## config.mk

```make
export PLATFORM = sky130hd
export DESIGN_NAME = vx_split_join_ctrl
export DESIGN_NICKNAME = d
export VERILOG_FILES = /design/src/rtl/vx_split_join_ctrl_pkg.sv /design/src/rtl/vx_split_join_ctrl_ipdom_stack.sv /design/src/rtl/vx_split_join_ctrl.sv
export SDC_FILE = /design/constraint.sdc
export NUM_CORES = 2
export LEC_CHECK = 0
export CORE_MARGIN = 4
export CORE_UTILIZATION = 57
export CTS_BUF_LIST = sky130_fd_sc_hd__clkbuf_8
export CTS_CLUSTER_SIZE = 25
export DETAILED_ROUTE_END_ITERATION = 12
export PLACE_DENSITY_LB_ADDON = 0.1
export RECOVER_POWER = 50
export SLEW_MARGIN = 5
export SYNTH_ARGS = -nofsm -noshare
export SYNTH_HDL_FRONTEND = slang
export SYNTH_SLANG_ARGS = --single-unit
```

## constraint.sdc

```tcl
create_clock -name clk -period 16.3 [get_ports clk]
set_input_delay 3.26 -clock clk [delete_from_list [all_inputs] [get_ports clk]]
set_output_delay 3.26 -clock clk [all_outputs]
set_load 0.01 [all_outputs]
```

## src/rtl/vx_split_join_ctrl_pkg.sv

```systemverilog
`default_nettype none
// +----------------------------------------------------------------------------+
// | VX_split_join_pkg : shared types for the SIMT split/join controller        |
// | Rev 1.0                                                                    |
// +----------------------------------------------------------------------------+
package VX_split_join_pkg;

   typedef enum logic {
      OP_SPLIT = 1'b0,
      OP_JOIN  = 1'b1
   } op_e;

   typedef enum logic [1:0] {
      ST_IDLE = 2'd0,
      ST_EXEC = 2'd1,
      ST_RESP = 2'd2
   } state_e;

   localparam int DEF_NUM_THREADS = 4;
   localparam int DEF_PC_W        = 32;

   // Stack entry layout for the default configuration; the controller builds
   // the same layout from its own parameters.
   typedef struct packed {
      logic                       fallthru;
      logic [DEF_NUM_THREADS-1:0] mask;
      logic [DEF_PC_W-1:0]        pc;
   } entry_t;

   localparam int ENTRY_W = $bits(entry_t);

   function automatic int entry_width(input int num_threads, input int pc_w);
      return 1 + num_threads + pc_w;
   endfunction

endpackage
`default_nettype wire

```

## src/rtl/vx_split_join_ctrl_ipdom_stack.sv

```systemverilog
`default_nettype none
// +----------------------------------------------------------------------------+
// | VX_ipdom_stack : per-warp reconvergence stack, one slot per split pair     |
// | Rev 1.0                                                                    |
// +----------------------------------------------------------------------------+
module VX_ipdom_stack #(
   parameter int WIDTH = 37,
   parameter int DEPTH = 3
) (
   input  logic             clk_i,
   input  logic             reset_i,
   input  logic             push_i,
   input  logic             pop_i,
   input  logic [WIDTH-1:0] q1_i,
   input  logic [WIDTH-1:0] q2_i,
   output logic [WIDTH-1:0] d_o,
   output logic             full_o,
   output logic             empty_o
);

   localparam int SLOTS = 2 ** DEPTH;

   logic [WIDTH-1:0] q1_mem_q [SLOTS];
   logic [WIDTH-1:0] q2_mem_q [SLOTS];
   logic [SLOTS-1:0] else_done_q;
   logic [DEPTH-1:0] cnt_q;
   logic [DEPTH-1:0] top;

   // Each slot holds both halves of a split; the else half pops first, the
   // fall-through half pops second and frees the slot.
   assign top     = cnt_q - DEPTH'(1);
   assign full_o  = (cnt_q == {DEPTH{1'b1}});
   assign empty_o = (cnt_q == '0);
   assign d_o     = else_done_q[top] ? q1_mem_q[top] : q2_mem_q[top];

   always_ff @(posedge clk_i) begin
      if (reset_i) begin
         cnt_q       <= '0;
         else_done_q <= '0;
      end else if (push_i && !full_o) begin
         else_done_q[cnt_q] <= 1'b0;
         cnt_q              <= cnt_q + DEPTH'(1);
      end else if (pop_i && !empty_o) begin
         if (!else_done_q[top]) begin
            else_done_q[top] <= 1'b1;
         end else begin
            cnt_q <= top;
         end
      end
   end

   always_ff @(posedge clk_i) begin
      if (push_i && !full_o) begin
         q1_mem_q[cnt_q] <= q1_i;
         q2_mem_q[cnt_q] <= q2_i;
      end
   end

endmodule
`default_nettype wire

```

## src/rtl/vx_split_join_ctrl.sv

```systemverilog
`default_nettype none
// +----------------------------------------------------------------------------+
// | vx_split_join_ctrl : sequences split/join requests onto per-warp stacks    |
// | Rev 1.0                                                                    |
// +----------------------------------------------------------------------------+
module vx_split_join_ctrl
   import VX_split_join_pkg::*;
#(
   parameter int NUM_WARPS   = 4,
   parameter int NUM_THREADS = 4,
   parameter int STACK_DEPTH = 3,
   parameter int PC_W        = 32,
   parameter int WID_W       = (NUM_WARPS > 1) ? $clog2(NUM_WARPS) : 1
) (
   input  logic                   clk,
   input  logic                   reset_n,
   input  logic                   req_valid,
   output logic                   req_ready,
   input  logic                   req_op,
   input  logic [WID_W-1:0]       req_wid,
   input  logic [NUM_THREADS-1:0] req_tmask,
   input  logic [NUM_THREADS-1:0] req_taken,
   input  logic [PC_W-1:0]        req_else_pc,
   output logic                   rsp_valid,
   input  logic                   rsp_ready,
   output logic [WID_W-1:0]       rsp_wid,
   output logic [NUM_THREADS-1:0] rsp_tmask,
   output logic                   rsp_redirect,
   output logic [PC_W-1:0]        rsp_pc,
   output logic                   rsp_err
);

   localparam int ENT_W = entry_width(NUM_THREADS, PC_W);

   typedef struct packed {
      logic                   fallthru;
      logic [NUM_THREADS-1:0] mask;
      logic [PC_W-1:0]        pc;
   } sj_entry_t;

   logic stk_rst_meta_q;
   logic stk_reset_q;
   logic stk_reset;

   state_e                 state_q;
   logic                   req_ready_q;
   op_e                    op_q;
   logic [WID_W-1:0]       wid_q;
   logic [NUM_THREADS-1:0] tmask_q;
   logic [NUM_THREADS-1:0] taken_q;
   logic [PC_W-1:0]        else_pc_q;

   logic                   rsp_valid_q;
   logic [WID_W-1:0]       rsp_wid_q;
   logic [NUM_THREADS-1:0] rsp_tmask_q;
   logic                   rsp_redirect_q;
   logic [PC_W-1:0]        rsp_pc_q;
   logic                   rsp_err_q;

   logic [NUM_THREADS-1:0] rsp_tmask_d;
   logic                   rsp_redirect_d;
   logic [PC_W-1:0]        rsp_pc_d;
   logic                   rsp_err_d;

   logic [NUM_THREADS-1:0] taken_lanes;
   logic [NUM_THREADS-1:0] else_lanes;
   logic                   divergent;
   logic                   push;
   logic                   pop;
   sj_entry_t              top_ent;
   sj_entry_t              push_q1;
   sj_entry_t              push_q2;

   logic [ENT_W-1:0]       stk_d [NUM_WARPS];
   logic [NUM_WARPS-1:0]   stk_full;
   logic [NUM_WARPS-1:0]   stk_empty;
   logic [NUM_WARPS-1:0]   stk_push;
   logic [NUM_WARPS-1:0]   stk_pop;

   // Stack reset asserts with reset_n and releases two clocks after it.
   always_ff @(posedge clk or negedge reset_n) begin
      if (!reset_n) begin
         stk_rst_meta_q <= 1'b1;
         stk_reset_q    <= 1'b1;
      end else begin
         stk_rst_meta_q <= 1'b0;
         stk_reset_q    <= stk_rst_meta_q;
      end
   end

   assign stk_reset = stk_reset_q;

   assign push_q1 = '{fallthru: 1'b1, mask: tmask_q,    pc: '0};
   assign push_q2 = '{fallthru: 1'b0, mask: else_lanes, pc: else_pc_q};

   for (genvar gi = 0; gi < NUM_WARPS; gi++) begin : g_stack
      assign stk_push[gi] = push && (wid_q == WID_W'(gi));
      assign stk_pop[gi]  = pop  && (wid_q == WID_W'(gi));

      VX_ipdom_stack #(
         .WIDTH (ENT_W),
         .DEPTH (STACK_DEPTH)
      ) u_stack (
         .clk_i   (clk),
         .reset_i (stk_reset),
         .push_i  (stk_push[gi]),
         .pop_i   (stk_pop[gi]),
         .q1_i    (push_q1),
         .q2_i    (push_q2),
         .d_o     (stk_d[gi]),
         .full_o  (stk_full[gi]),
         .empty_o (stk_empty[gi])
      );
   end

   always_comb begin
      taken_lanes    = tmask_q & taken_q;
      else_lanes     = tmask_q & ~taken_q;
      divergent      = (|taken_lanes) && (|else_lanes);
      top_ent        = sj_entry_t'(stk_d[wid_q]);
      push           = 1'b0;
      pop            = 1'b0;
      rsp_tmask_d    = tmask_q;
      rsp_redirect_d = 1'b0;
      rsp_pc_d       = '0;
      rsp_err_d      = 1'b0;
      if (op_q == OP_SPLIT) begin
         if (divergent) begin
            if (stk_full[wid_q]) begin
               rsp_err_d = 1'b1;
            end else begin
               push        = (state_q == ST_EXEC);
               rsp_tmask_d = taken_lanes;
            end
         end
      end else if (!stk_empty[wid_q]) begin
         pop         = (state_q == ST_EXEC);
         rsp_tmask_d = top_ent.mask;
         if (!top_ent.fallthru) begin
            rsp_redirect_d = 1'b1;
            rsp_pc_d       = top_ent.pc;
         end
      end
   end

   always_ff @(posedge clk or negedge reset_n) begin
      if (!reset_n) begin
         state_q        <= ST_IDLE;
         req_ready_q    <= 1'b0;
         op_q           <= OP_SPLIT;
         wid_q          <= '0;
         tmask_q        <= '0;
         taken_q        <= '0;
         else_pc_q      <= '0;
         rsp_valid_q    <= 1'b0;
         rsp_wid_q      <= '0;
         rsp_tmask_q    <= '0;
         rsp_redirect_q <= 1'b0;
         rsp_pc_q       <= '0;
         rsp_err_q      <= 1'b0;
      end else begin
         case (state_q)
            ST_IDLE: begin
               if (req_ready_q && req_valid) begin
                  op_q        <= op_e'(req_op);
                  wid_q       <= req_wid;
                  tmask_q     <= req_tmask;
                  taken_q     <= req_taken;
                  else_pc_q   <= req_else_pc;
                  req_ready_q <= 1'b0;
                  state_q     <= ST_EXEC;
               end else begin
                  req_ready_q <= ~stk_reset;
               end
            end
            ST_EXEC: begin
               rsp_valid_q    <= 1'b1;
               rsp_wid_q      <= wid_q;
               rsp_tmask_q    <= rsp_tmask_d;
               rsp_redirect_q <= rsp_redirect_d;
               rsp_pc_q       <= rsp_pc_d;
               rsp_err_q      <= rsp_err_d;
               state_q        <= ST_RESP;
            end
            ST_RESP: begin
               if (rsp_ready) begin
                  rsp_valid_q <= 1'b0;
                  req_ready_q <= 1'b1;
                  state_q     <= ST_IDLE;
               end
            end
            default: begin
               state_q <= ST_IDLE;
            end
         endcase
      end
   end

   assign req_ready    = req_ready_q;
   assign rsp_valid    = rsp_valid_q;
   assign rsp_wid      = rsp_wid_q;
   assign rsp_tmask    = rsp_tmask_q;
   assign rsp_redirect = rsp_redirect_q;
   assign rsp_pc       = rsp_pc_q;
   assign rsp_err      = rsp_err_q;

endmodule
`default_nettype wire

```

==> results.json <==
{
  "status": "finished, violations left",
  "violations": "max-capacitance violations, max-slew violations",
  "ys_async_sr_fraction_pct": 6.299,
  "yosys_warnings": 0,
  "numCtsBuffers": 214,
  "holdWs_ns": 0.3590,
  "grt_usage_pct": 31.77,
  "synth_top_area_share_pct": 68.60,
  "worst_path_largest_cell_delay_ns": 3.10,
  "netlist_area_um2": 56030,
  "worst_pin_slew_ns": 4.279,
  "worstPathArrival_ns": 7.80,
  "hold_depth": 0,
  "worstPathCellList": "clkbuf_1, clkbuf_1",
  "cpMostUsedCell": "clkbuf_1",
  "p_int_mw": 6.394,
  "combPwrFrac_pct": 17.8,
  "grt_pass1_vias": 33460,
  "ys_types": 77,
  "finalMaxSlewViolations": 1134,
  "fin_worst_skew_ns": 0.07476,
  "cts_hold_buf": 0,
  "syn_inst": 3438,
  "die_w_um": 321.5,
  "cpMaxStageDelayCell": "clkbuf_1",
  "switching_share_pct": 30.89,
  "fillers": 6808,
  "cts_tree": "done",
  "gp_congestion": 0.9091,
  "synthMuxAreaShare_pct": 9.957,
  "drive_above_1_share_pct": 17.24,
  "p_clk_share_pct": 29.8,
  "seqPwrFrac_pct": 52.4,
  "synthFlopType": "edfxtp_1",
  "avgRoutedWirePerCell_um": 31.95,
  "cts_htree_levels": 4,
  "numClockSinks": 1413,
  "synth_area_leaders": "edfxtp_1 (69%), mux4_2 (4.9%), dfrtp_1 (3.9%)",
  "finalCriticalPeriod_ns": 7.836,
  "cp.required_ns": 16.27,
  "drt-pass1-iter-count": 6,
  "synth_compound_area_share_pct": 7.699,
  "holdCritPathClass": "register to register",
  "max_freq_ghz": 0.1276,
  "start_util_pct": 57.68,
  "power_density_nw_per_um2": 147.1,
  "die_y_um": 321.5,
  "ant_nets": 0,
  "yosysTopAreaCell": "edfxtp_1",
  "setup-violations-final": 0,
  "irDropWorstVdd_uv": 177.6,
  "synth_top_family_by_area": "multiplexers",
  "core_um2": 97140,
  "via_per_inst": 6.654,
  "num_vias": 33950,
  "path_clk_slew_ns": 0.06,
  "synth-simple-area-share_pct": 5.942,
  "num_rows": 114,
  "cts_setup_buffers": 0,
  "total_power_mw": 9.253,
  "rsz0062_at_grt": "no",
  "fin_tns_setup_ns": 0,
  "synth_commonest_cells": "edfxtp_1 (1280), nand2_1 (274), clkbuf_1 (190)",
  "critPathTopFamily": "buffers and inverters",
  "path_class": "input pin to async pin",
  "hpwl_mm": 97.83,
  "grt_max_degree": 65,
  "grt_first_pass_wirelength_mm": 234.8,
  "worst-path-buf-inv": 2,
  "root_buffer": "clkbuf_8",
  "syn_nets": 3501,
  "area_growth_pct": 12.29,
  "reg2reg_depth": 7,
  "crit_path_start_kind": "input pin",
  "clk_latency_ns": 0.92,
  "cp-end-kind": "async pin",
  "cts_resized": 0,
  "ios": 89,
  "place_area_um2": 59030,
  "drt_iter0_drc": 5324,
  "finalCritPeriodShare_pct": 48.07,
  "antenna_found_initial": 8,
  "path_depth": 2,
  "final_cell_area_um2": 62920,
  "ys_seq_elements": 1413,
  "maxCapViolations": 34,
  "power.switching_mw": 2.859,
  "synth-edff-count": 1280,
  "power.leakage_nw": 20.83,
  "num-nets-final": 3701,
  "synth_xor_area_share_pct": 0.1541,
  "io_buffers": 88,
  "timing_hold_violations_final": 0,
  "drc": 0,
  "max-slew-margin-rel_pct": -185.2,
  "cts_max_path_buffers": 3,
  "ys_seq_area_share_pct": 74.15,
  "dieArea_um2": 103400,
  "synth.avg_cell_area_um2": 16.30,
  "path_max_fanout": 63,
  "overflow": 0,
  "yosysMostFrequentCell": "edfxtp_1",
  "routed_wl_mm": 163.0,
  "yosys.area_share.adder_pct": 0.3573
}
per-layer routing:
metal	up-vias	global-route usage [%]	wire length (um)
li1	14120	-	-
met1	17320	45.41	62760
met2	2172	48.67	74610
met3	337	8.476	20680
met4	2	9.794	4985
met5	-	0	12
sequential cells by signal, summed over array words and instances (netlist names):
name and count:
rsp_tmask 4, rsp_err 1, g_stack.u_stack.q2_mem_q 1152, rsp_redirect 1, taken_q 4, state_q 2
tmask_q 4, wid_q 2, op_q 1, g_stack.u_stack.q1_mem_q 128, req_ready 1, rsp_valid 1
stk_reset 1, stk_rst_meta_q 1, else_pc_q 32, rsp_pc 32, g_stack.u_stack.cnt_q 12, g_stack.u_stack.else_done_q 32
rsp_wid 2
layout by cell type (no fill, tap or decap), types with 40 or more instances in the layout:
cell and instances:
clkbuf_8 238, edfxtp_1 1280, nor2_1 86, mux4_2 121
buf_4 95, nand2_1 274, inv_1 98, a21oi_1 148
a221oi_1 48, clkdlybuf4s50_1 85, a31oi_1 68, dfrtp_1 87
nand3_1 137, and3_1 54, mux2i_1 176, o21ai_0 132
clkinv_1 45, dfxtp_1 40, mux2_2 97
per-stage QoR:
| step | worst slack, ns | cells | util [%] |
|---|---|---|---|
| 2_1_floorplan | 9.872 | 3438 | - |
| 3_3_place_gp | 10.84 | 4698 | 60.77 |
| 3_5_place_dp | 10.65 | 4698 | 60.77 |
| 4_1_cts | 10.62 | 5099 | 64.98 |
| 5_1_grt | 7.849 | 5103 | 64.78 |
| 6_report | 8.464 | 5103 | 64.78 |
cells by family after synthesis:
kind of cell | Yosys count
AO/OA/AOI/OAI | 644
AND/OR/NAND/NOR | 709
multiplexers | 394
adder cells (fa/ha/maj) | 16
buffers and inverters | 252
flip-flops | 1413
XOR/XNOR | 9
other | 1
power by group through the flow:
stage               Combinational, mW  Sequential (mW)  Clock (mW)
floorplan                       0.698             4.88           0
global placement                 1.58             4.86           0
detailed placement               1.63             4.88           0
CTS                              1.63             4.80        2.79
global route                     1.71             4.86        2.98
finish                           1.65             4.85        2.76
path summary, 6_finish.rpt:
path / start / end / slack (ns)
setup / recovery: reset_n / rsp_pc[21] / 8.46
max in group clk: taken_q[3] / g_stack[3].u_stack.q2_mem_q[7][34] / 9.39
min in group asynchronous: reset_n / rsp_pc[26] / 2.92
setup reg to reg: taken_q[3] / g_stack[3].u_stack.q2_mem_q[7][34] / 9.39
hold reg to reg: stk_rst_meta_q / stk_reset / 0.36
hold / removal: stk_rst_meta_q / stk_reset / 0.36
cell type report:
| type | count | area [um^2] | share of cell area [%] |
|---|---|---|---|
| diodes | 4 | 10.01 | 0.01591 |
| clock buffers | 238 | 3276 | 5.206 |
| clock inverters | 163 | 819.5 | 1.302 |
| inverters | 18 | 67.56 | 0.1074 |
| multi-input cells | 1773 | 13870 | 22.04 |
| flip-flops and latches | 1413 | 41560 | 66.05 |
| well taps | 1276 | 1597 | 2.537 |
| repair buffers | 218 | 1719 | 2.732 |
(Power assumes the default switching activity.)
